--- src/rtl/nbit_seq_shift_right.sv ---
// Iterative right shifter (SRL/SRA): one bit position per clock, valid/ready on both sides.
// Latency: result valid shamt+1 cycles after accept (shamt=0 -> next cycle); min period shamt+2.
// Backpressure: result held in DONE until out_ready; in_ready low from accept until DONE drains.
//
// Ports:
//   clk, rst              rising-edge clock, synchronous active-high reset
//   in_valid / in_ready   operand handshake (x, shamt, arith sampled at accept only)
//   x [N-1:0]             operand
//   shamt [SHAMT_W-1:0]   shift amount, 0..N-1
//   arith                 1 = sign-fill, 0 = zero-fill
//   out_valid / out_ready result handshake
//   y [N-1:0]             result (shift register, held while out_valid && !out_ready)
//   busy                  high while an operation is in SHIFT or DONE
//
// Build option: SHR_ARITH_EN -- when defined, arith selects sign-fill; when undefined,
// arith is ignored, fill is constant zero and no fill register exists.

module nbit_seq_shift_right #(
  parameter int N       = 32,
  parameter int SHAMT_W = 5
) (
  input  logic               clk,
  input  logic               rst,
  input  logic               in_valid,
  output logic               in_ready,
  input  logic [N-1:0]       x,
  input  logic [SHAMT_W-1:0] shamt,
  input  logic               arith,
  output logic               out_valid,
  input  logic               out_ready,
  output logic [N-1:0]       y,
  output logic               busy
);

  typedef enum logic [1:0] {
    S_IDLE  = 2'd0,
    S_SHIFT = 2'd1,
    S_DONE  = 2'd2
  } state_t;

  state_t             state_q, state_nxt;
  logic [N-1:0]       y_q, y_nxt;
  logic [SHAMT_W-1:0] count_q, count_nxt;
  logic               fill;
  logic               accept;

  // Decoded from state only; rst gating keeps in_ready low while reset is held.
  assign in_ready  = (state_q == S_IDLE) && !rst;
  assign out_valid = (state_q == S_DONE);
  assign busy      = (state_q != S_IDLE);
  assign y         = y_q;

  assign accept = in_valid && in_ready;

`ifdef SHR_ARITH_EN
  logic fill_q, fill_nxt;

  assign fill = fill_q;

  always_comb begin
    fill_nxt = fill_q;
    if (accept) begin
      fill_nxt = arith & x[N-1];
    end
  end

  always_ff @(posedge clk) begin
    if (rst) begin
      fill_q <= 1'b0;
    end else begin
      fill_q <= fill_nxt;
    end
  end
`else
  // Logical-only build: arith is kept on the port for drop-in compatibility.
  logic unused_arith;
  assign unused_arith = arith;
  assign fill         = 1'b0;
`endif

  always_comb begin
    state_nxt = state_q;
    y_nxt     = y_q;
    count_nxt = count_q;

    case (state_q)
      S_IDLE: begin
        if (accept) begin
          y_nxt     = x;
          count_nxt = shamt;
          state_nxt = (shamt == '0) ? S_DONE : S_SHIFT;
        end
      end

      S_SHIFT: begin
        y_nxt     = {fill, y_q[N-1:1]};
        count_nxt = count_q - SHAMT_W'(1);
        // Last shift happens on the edge where count reads 1.
        if (count_q == SHAMT_W'(1)) begin
          state_nxt = S_DONE;
        end
      end

      S_DONE: begin
        // No accept here: in_ready is low in DONE, so the next operand waits a cycle.
        if (out_ready) begin
          state_nxt = S_IDLE;
        end
      end

      default: begin
        state_nxt = S_IDLE;
      end
    endcase
  end

  always_ff @(posedge clk) begin
    if (rst) begin
      state_q <= S_IDLE;
      y_q     <= '0;
      count_q <= '0;
    end else begin
      state_q <= state_nxt;
      y_q     <= y_nxt;
      count_q <= count_nxt;
    end
  end

endmodule

--- config.mk ---
export PLATFORM = sky130hd
export DESIGN_NAME = nbit_seq_shift_right
export DESIGN_NICKNAME = d
export VERILOG_FILES = /design/src/rtl/nbit_seq_shift_right.sv
export SDC_FILE = /design/constraint.sdc
export NUM_CORES = 1
export LEC_CHECK = 0
export CORE_AREA = 4 4 71 73
export CTS_CLUSTER_SIZE = 28
export DETAILED_ROUTE_END_ITERATION = 10
export DIE_AREA = 0 0 75 77
export PLACE_DENSITY = 0.88
export SLEW_MARGIN = 10
export SYNTH_ARGS = -nofsm -noshare
export SYNTH_HDL_FRONTEND = slang
export SYNTH_SLANG_ARGS = --single-unit
export TNS_END_PERCENT = 20
--- constraint.sdc ---
create_clock -name clk -period 1.8 [get_ports clk]
set_input_delay 0.18 -clock clk [delete_from_list [all_inputs] [get_ports clk]]
set_output_delay 0.18 -clock clk [all_outputs]
set_load 0.02 [all_outputs]
Yosys cells after proc, flatten, opt, wreduce, memory -nomap -nowiden --
Index checks and enable logic that the tools add are counted.
Storage, ports and cells: register bits 39, latch bits 0, RAM bits 0, memory bits (read-only) 0, bits of input ports 42, output and inout bits 35, word-level logic and storage cells 28, memories 0
Cells by class: add/subtract/negate cells 1, multiply operators 0, divide/modulo/power cells 0, order comparisons 0, equality and inequality tests 6, shift operators 0, mux-type cells 9, bitwise gates (word level) 0, reductions and logical operators 9
Operators with widths (count):
- one-hot mux 32 bit (2 select lines) | 1
- 2-to-1 mux 32 bit | 1
- one-hot mux 5 bit (2 select lines) | 1
- 2-to-1 mux 2 bit | 4
- one-hot mux 2 bit (3 select lines) | 1
- equality test 5 x 1 -> 1 bit (second input constant) | 1
- zero test 5 bit | 1
- 2-to-1 mux 5 bit | 1
- subtractor 5 x 1 -> 5 bit (second input constant) | 1
- != test 2 bit (second input constant) | 2
- nonzero test 2 bit | 2
- AND reduction 3 bit | 1
- equality test 2 x 1 -> 1 bit (second input constant) | 1
- equality test 2 bit (second input constant) | 1
- logical AND 1 bit | 2
- zero test 2 bit | 1
- != test 2 x 1 -> 1 bit (second input constant) | 1
- AND reduction 2 bit | 1
- zero test 1 bit | 1

Longest topological paths before layout --
Gate-level depths: netlist (run 1).
depth in word-level cells 5, mapped depth 7, depth with buffers taken out 6

Worst setup path after synthesis (run 1) --
No wires, ideal clock.
path type register to output, start register state_q[0], end output port in_ready, data arrival time 1121 ps, required time 1620 ps, setup slack 499 ps, stages on the path, launching flop included 5, path buffers 1, cells stage by stage dfxtp_1 buf_2 nor2_1 inv_1 nor2_1
Between the ends: longest elaborated chain between the ends 2
RTL lines:
- start: declaration | RTL line 41 | state_t state_q, state_nxt;
- start signal: assignment | RTL line 123 | state_q <= state_nxt;
- zero test 2 bit | RTL line 48 | assign in_ready = (state_q == S_IDLE) && !rst;
- logical AND 1 bit | RTL line 48
- end: declaration | RTL line 25 | output logic in_ready,
Every way passes these cells.

Worst setup path after layout (run 1) --
start register state_q[1], end output port busy
Between the ends: longest elaborated chain between the ends 1
RTL lines:
- nonzero test 2 bit | RTL line 50 | assign busy = (state_q != S_IDLE);
- end: declaration | RTL line 32 | output logic busy
Every way passes these cells.

==> results_dict.tcl, run 1 <==
set metrics [dict create \
    outcome "finished clean" \
    dp_hpwl_um 3680 \
    vias_per_cell 5.29 \
    cts.sinks 39 \
    crit_start "state_q[1]" \
    root_buffer "clkbuf_8" \
    synth_edf_count 0 \
    io_pins 77 \
    avgRoutedWirePerCell_um 14.0 \
    netlist_area_sq_um 2020 \
    clock_path_buffers 2 \
    synth_largest_area_cell "dfxtp_1" \
    h-tree-depth 2 \
    worstSkewPairLatency_ns 0.28 \
    p_leak_nw 1.07 \
    synth_common_cells "64 x nand2_1, 39 x dfxtp_1, 30 x nor2_1" \
    setup-tns-final_ns 0 \
    yosysMostFrequentCell "nand2_1" \
    synthFlopType "dfxtp_1" \
    ant_nets 0 \
    fin_cells 363 \
    nNetsFinal 354 \
    chipWidth_um 75 \
    clkTransAtPathRegs_ns 0.08 \
    globalplace.congestion 0.781 \
    avgSynthCellArea_sq_um 8.39 \
    synth-seq-cells 39 \
    syn_inst 241 \
    whs_ns 0.454 \
    fp.dieArea_sq_um 5780 \
    critPathRequiredTime_ns 1.62 \
    hold_depth 5 \
    maxSlewHeadroom_pct 65.3 \
    hold_viol_final 0 \
    multi_input_area_sq_um 1070 \
    grt_usage_pct 18.4 \
    drive_above_1_share_pct 15.8 \
    core_area_sq_um 4350 \
    drc 0 \
    yosysSeqAreaShare_pct 38.6 \
    post-route-min-period_ns 1.67 \
    r2r_start "state_q[0]" \
    placed_cells 355 \
    drt_iter0_markers 68 \
    grt_max_degree 41 \
    crit_fanout 12 \
    grt-ovfl-total 0 \
    initial_utilization_pct 46.5 \
    arrival_ns 1.49 \
    diodes 0 \
    port_buffers 75 \
    end_kind "output pin" \
    clock.fmax_ghz 0.600 \
    syn_nets 285 \
    setup.worst_path.start_class "register" \
    ys_types 34 \
    max-cap-violations 0 \
    fin_crit_sh_pct 92.6 \
    criticalPathCategory "reg2out" \
    grt_pass1_vias 1923 \
    via_count 1921 \
    ys_top_cells_by_area "dfxtp_1 39%, a311oi_2 12%, nand2_1 12%" \
    totalWireLength_um 5080 \
    synth_top_cell_area_share_pct 38.6 \
    r2r_setup_slack_ns 0.39 \
    antenna_found_initial 0 \
    cts_tree "built" \
    nFillCells 387 \
    register_area_sq_um 782 \
    finClkSkew_ns 0.00607 \
    yosysWarnings 0 \
    die_height_um 77 \
    synthArstFlopShare_pct 0 \
    area_growth_pct 42.5 \
    hp-class "in2reg" \
    slew_violations 0 \
    grt_pass1_wl_um 8580 \
    finalSetupViolations 0 \
    rsz0062_at_grt "false" \
    drt-pass1-iter-count 4 \
    rr_worst_depth 4 \
    hp-start "rst" \
    vdd_drop_max_mv 0.674 \
    num_rows 24 \
    cts_buffers 5 \
    powerDensity_nw_per_um2 976 \
    worst_pin_slew_ns 0.520 \
]
placed cells by master, fill, tap and decap left out, types with 5 or more instances in the layout:
cell type        count
a311oi_2            16
clkdlybuf4s50_1     72
a311oi_1            15
buf_4                8
nor2_2              10
nand2_1             64
nor2_1              30
dfxtp_1             38
a21oi_1              8
inv_1                5
clkbuf_8             7
where the power goes:
| group | internal [mW] | switching, mW | total [mW] | leakage (nW) |
|---|---|---|---|---|
| combinational | 0.515 | 0.556 | 1.07 | 0.700 |
| clock | 0.350 | 0.293 | 0.643 | 0.0515 |
| sequential | 0.992 | 0.108 | 1.10 | 0.323 |
| total | 1.86 | 0.958 | 2.81 | 1.07 |
metal layers:
metal | up-vias | global-route usage, % | wire length (um)
li1 | 970 | - | -
met1 | 883 | 22.6 | 2180
met4 | 0 | 4.80 | 52
met2 | 62 | 30.9 | 2460
met3 | 6 | 4.97 | 386
met5 | - | 0 | 0
repair_timing:
action	in CTS	in global routing
cloned	0	0
hold buffers	0	0
setup endpoints to repair	3	1
setup buffers	0	0
resized for setup	2	1
hold endpoints to repair	0	0
cell type report:
class	instances	area share [%]
Tap cell	52	2.26
Inverter	5	0.651
Sequential cell	39	27.1
Multi-Input combinational cell	174	37.1
Timing Repair Buffer	85	29.4
Clock buffer	8	3.47
metrics by stage:
stage / power (mW) / instance area, sq um / utilization (%) / setup WS, ns
after floorplan: 1.79 / 2020 / - / 0.499
after global placement: 2.17 / 2780 / 63.9 / 0.225
after detailed placement: 2.20 / 2780 / 63.9 / 0.177
after CTS: 2.84 / 2880 / 66.2 / 0.0126
after global routing: 2.98 / 2880 / 66.2 / 0.0397
final: 2.81 / 2880 / 66.2 / 0.132
sequential cells by signal, summed over array words and instances, names as in the netlist:
register	count
count_q	5
state_q	2
y	32
path summary, 6_finish.rpt:
path | endpoint
setup / recovery | busy
hold / removal | count_q[1]
setup reg to reg | y[7]
hold reg to reg | count_q[1]
logic make-up (layout without fill, tap and decap cells):
family                     after synthesis  after routing  share of synthesized area [%]
buffers and inverters                   28             98                           8.60
AOI/OAI and AO/OA                       54             54                           26.3
adders and majority gates                2              2                           1.24
DFF                                     39             39                           38.6
and+or+nand+nor                        117            117                           24.8
muxes                                    1              1                          0.495
critical path: stages, from the launching register on:
cell and delay (ns):
dfxtp_2 0.44, nor2_1 0.10, inv_1 0.07, clkdlybuf4s50_1 0.59
Power figures use the tool's default switching activity.
==> inputs of run 2 (changes only) <==
- CORE_AREA: 4 4 71 73 -> 2 2 69 71
- DIE_AREA: 0 0 75 77 -> 0 0 71 73
- SKIP_CTS_REPAIR_TIMING: default -> 1
==> results_dict.tcl, run 2 (same netlist as run 1, synthesis figures left out) <==
set metrics [dict create \
    outcome "finished clean" \
    r2r_start "state_q[1]" \
    nFillCells 375 \
    diodes 0 \
    grt_use_met1_pct 24.2 \
    rsz0062_at_grt "false" \
    critPathRequiredTime_ns 1.62 \
    totalWireLength_um 4780 \
    chipWidth_um 71 \
    drt-pass1-iter-count 5 \
    num_rows 25 \
    rr_worst_depth 5 \
    vdd_drop_max_mv 0.493 \
    setup-tns-final_ns 0 \
    powerDensity_nw_per_um2 957 \
    grt_pass1_vias 1842 \
    arrival_ns 1.46 \
    io_pins 77 \
    grt-ovfl-total 0 \
    whs_ns 0.166 \
    finClkSkew_ns 0.00282 \
    initial_utilization_pct 44.6 \
    place_ws_ns 0.149 \
    dp_hpwl_um 3420 \
    cts.sinks 39 \
    via_count 1933 \
    clock.fmax_ghz 0.611 \
    cp_top_family "buffers and inverters" \
    ant_nets 0 \
    core_area_sq_um 4540 \
    layout_common_cells "72 x clkdlybuf4s50_1, 64 x nand2_1, 38 x dfxtp_1" \
    r2r-end "state_q[1]" \
    hp-class "in2reg" \
    hold_viol_final 0 \
    hold_depth 2 \
    finalSetupViolations 0 \
    area_growth_pct 42.6 \
    placed_cells 358 \
    min_to "y[31]" \
    largest_reg_flops 32 \
    hp-start "rst" \
    criticalPathCategory "reg2out" \
    worst_pin_slew_ns 0.505 \
    avgRoutedWirePerCell_um 13.1 \
    grt_max_degree 39 \
    globalplace.congestion 0.883 \
    p_leak_nw 1.09 \
    nNetsFinal 355 \
    maxSlewHeadroom_pct 66.3 \
    post-route-min-period_ns 1.64 \
    root_buffer "clkbuf_8" \
    cts_tree "built" \
    use_met3_pct 4.14 \
    fp.dieArea_sq_um 5180 \
    grt_pass1_wl_um 8110 \
    drt_iter0_markers 73 \
    h-tree-depth 2 \
    setup_slack_ns 0.164 \
    crit_start "state_q[0]" \
    placed_cell_area_sq_um 2790 \
    fin_cells 365 \
    grt_usage_pct 19.3 \
    grt_use_met2_pct 33.6 \
    grt-busiest-layer "met2" \
    fin_crit_sh_pct 90.9 \
    drive_above_1_share_pct 16.1 \
    setup.worst_path.start_class "register" \
    crit_slowest_cell "clkdlybuf4s50_1" \
    max-cap-violations 0 \
    cpPeakStageDelay_ns 0.59 \
    vias_per_cell 5.30 \
    worstSkewPairLatency_ns 0.28 \
    clkTransAtPathRegs_ns 0.07 \
    cts_buffers 5 \
    end_kind "output pin" \
    clock_path_buffers 2 \
    layout_commonest_cell "clkdlybuf4s50_1" \
    die_height_um 73 \
    drc 0 \
    crit_fanout 10 \
    r2r_setup_slack_ns 0.35 \
    antenna_found_initial 0 \
    final_area_sq_um 2890 \
    critical_path_buf_inv_count 2 \
    port_buffers 75 \
    crit_chain "nor2_1, inv_1, clkdlybuf4s50_1" \
    slew_violations 0 \
]
==> run 2: changes by cell type in the layout (fill, tap and decap cells not counted), sizes merged <==
cell and change:
buf +1, clkbuf -2, clkinv +1, dlygate4sd2 -1
dlymetal6s2s +1
==> run 2: cell type report <==
cell class / count / area, sq um / share of cell area, %
clock buffers: 6 / 82.6 / 2.86
clock inverters: 1 / 5.00 / 0.173
inverters: 5 / 18.8 / 0.650
multi-input cells: 174 / 1070 / 37.1
flip-flops and latches: 39 / 782 / 27.1
well taps: 54 / 67.6 / 2.34
repair buffers: 86 / 858 / 29.7
==> run 2: worst max-delay path by stage <==
stage	endpoint	slack [ns]	cells past startpoint
3_3_place_gp	y[28]	0.21	6
6_report	busy	0.16	3
5_1_grt	busy	0.06	3
3_5_place_dp	y[8]	0.15	6
4_1_cts	out_valid	-0.06	3
2_1_floorplan	in_ready	0.50	4
==> run 2: power by group <==
group,internal (mW),switching [mW]
Clock,0.301,0.290
Sequential,0.993,0.112
Combinational,0.518,0.547
Total,1.81,0.948
==> run 2: routing by layer <==
metal / vias up / routed length [um]
met3: 5 / 289
met2: 58 / 2290
met5: - / 0
li1: 973 / -
met1: 897 / 2160
met4: 0 / 34
==> run 2: worst register-to-register path, stage by stage, from the launching register on <==
cell      delay (ns)
dfxtp_1         0.36
buf_4           0.18
nand2b_1        0.15
buf_4           0.21
a31o_1          0.23
a32o_1          0.22
==> run 2: metrics by stage <==
step	utilization, %	total power, mW
finish	63.6	2.76
global route	63.6	2.92
CTS	63.5	2.79
detailed placement	61.5	2.19
global placement	61.5	2.17
floorplan	-	1.79
==> inputs of run 3 (changes only) <==
- GPL_TIMING_DRIVEN: default -> 0
- SETUP_SLACK_MARGIN: default -> 0.15
==> results_dict.tcl, run 3 (same netlist as run 1, synthesis figures left out) <==
set metrics [dict create \
    outcome "finished clean" \
    setup_slack_ns 0.284 \
    end_kind "output pin" \
    antenna_found_initial 0 \
    finClkSkew_ns 0.00604 \
    die_height_um 73 \
    grt_pass1_wl_um 8650 \
    finalSetupViolations 0 \
    cts_buffers 5 \
    criticalPathCategory "reg2out" \
    p_leak_nw 1.11 \
    r2r_start "state_q[1]" \
    vias_per_cell 5.34 \
    avgRoutedWirePerCell_um 13.8 \
    whs_ns 0.175 \
    setup.worst_path.start_class "register" \
    slew_violations 0 \
    worst_pin_slew_ns 0.713 \
    totalWireLength_um 5180 \
    globalplace.congestion 0.826 \
    io_pins 77 \
    cts.sinks 39 \
    crit_start "state_q[0]" \
    nNetsFinal 365 \
    power_mw 2.79 \
    fin_crit_sh_pct 84.2 \
    largest_reg_flops 32 \
    ant_nets 0 \
    drt-pass1-iter-count 4 \
    hp-class "in2reg" \
    num_rows 25 \
    dp_hpwl_um 3810 \
    critPathRequiredTime_ns 1.62 \
    place_ws_ns 0.0648 \
    powerDensity_nw_per_um2 956 \
    fp.dieArea_sq_um 5180 \
    worstSkewPairLatency_ns 0.29 \
    drt_iter0_markers 141 \
    vdd_drop_max_mv 0.550 \
    hold_viol_final 0 \
    clkTransAtPathRegs_ns 0.08 \
    layout_commonest_cell "clkdlybuf4s50_1" \
    root_buffer "clkbuf_8" \
    grt_max_degree 14 \
    area_growth_pct 44.2 \
    post-route-min-period_ns 1.52 \
    hp-start "in_valid" \
    clock.fmax_ghz 0.660 \
    grt-ovfl-total 0 \
    chipWidth_um 71 \
    rsz0062_at_grt "false" \
    max-cap-violations 0 \
    cts_tree "built" \
    core_area_sq_um 4540 \
    drc 0 \
    arrival_ns 1.34 \
    grt_usage_pct 20.4 \
    clock_path_buffers 2 \
    grt_pass1_vias 1929 \
    maxSlewHeadroom_pct 52.4 \
    diodes 0 \
    via_count 2009 \
    drive_above_1_share_pct 17.4 \
    crit_fanout 10 \
    h-tree-depth 2 \
    initial_utilization_pct 44.6 \
    port_buffers 73 \
    final_util_pct 64.3 \
    layout_common_cells "70 x clkdlybuf4s50_1, 64 x nand2_1, 39 x dfxtp_1" \
]
[run 3: worst max-delay path, cell delays in order (launching register included)]
cell      delay [ns]
dfxtp_1         0.34
clkbuf_4        0.19
nor2_2          0.18
inv_1           0.07
nor2_1          0.08
clkbuf_2        0.18
[run 3: power by group]
part	internal, mW	switching, mW	total, mW
Sequential	0.991	0.109	1.10
Clock	0.270	0.319	0.589
Combinational	0.527	0.573	1.10
Total	1.79	1.00	2.79
[run 3: path summary, 6_finish.rpt]
kind | endpoint | slack (ns) | cells after the start
worst min-delay path | y[31] | 0.17 | 3
worst max register to register | y[6] | 0.31 | 5
worst max-delay path | in_ready | 0.28 | 5
worst min register to register | count_q[1] | 0.47 | 2
[run 3: layout make-up]
class	count	area (sq um)
Buffer	23	159
Clock buffer	5	68.8
Timing Repair Buffer	73	731
Inverter	5	18.8
Multi-Input combinational cell	174	1070
Clock inverter	3	20.0
Tap cell	54	67.6
Sequential cell	39	781
Fill cell	405	1620
[run 3: per-stage QoR]
step           setup TNS, ns  area [sq um]  cells
4_1_cts               -0.426          2910    376
3_3_place_gp               0          2820    368
3_5_place_dp               0          2820    368
2_1_floorplan              0          2020    241
6_report                   0          2920    376
5_1_grt                    0          2920    376
[run 3: routing by layer]
layer  GRT usage [%]  vias up  wire (um)
li1                -     1001          -
met1            25.8      932       2310
met2            35.4       72       2530
met3            5.11        4        304
met4            4.61        0         32
met5               0        -          0
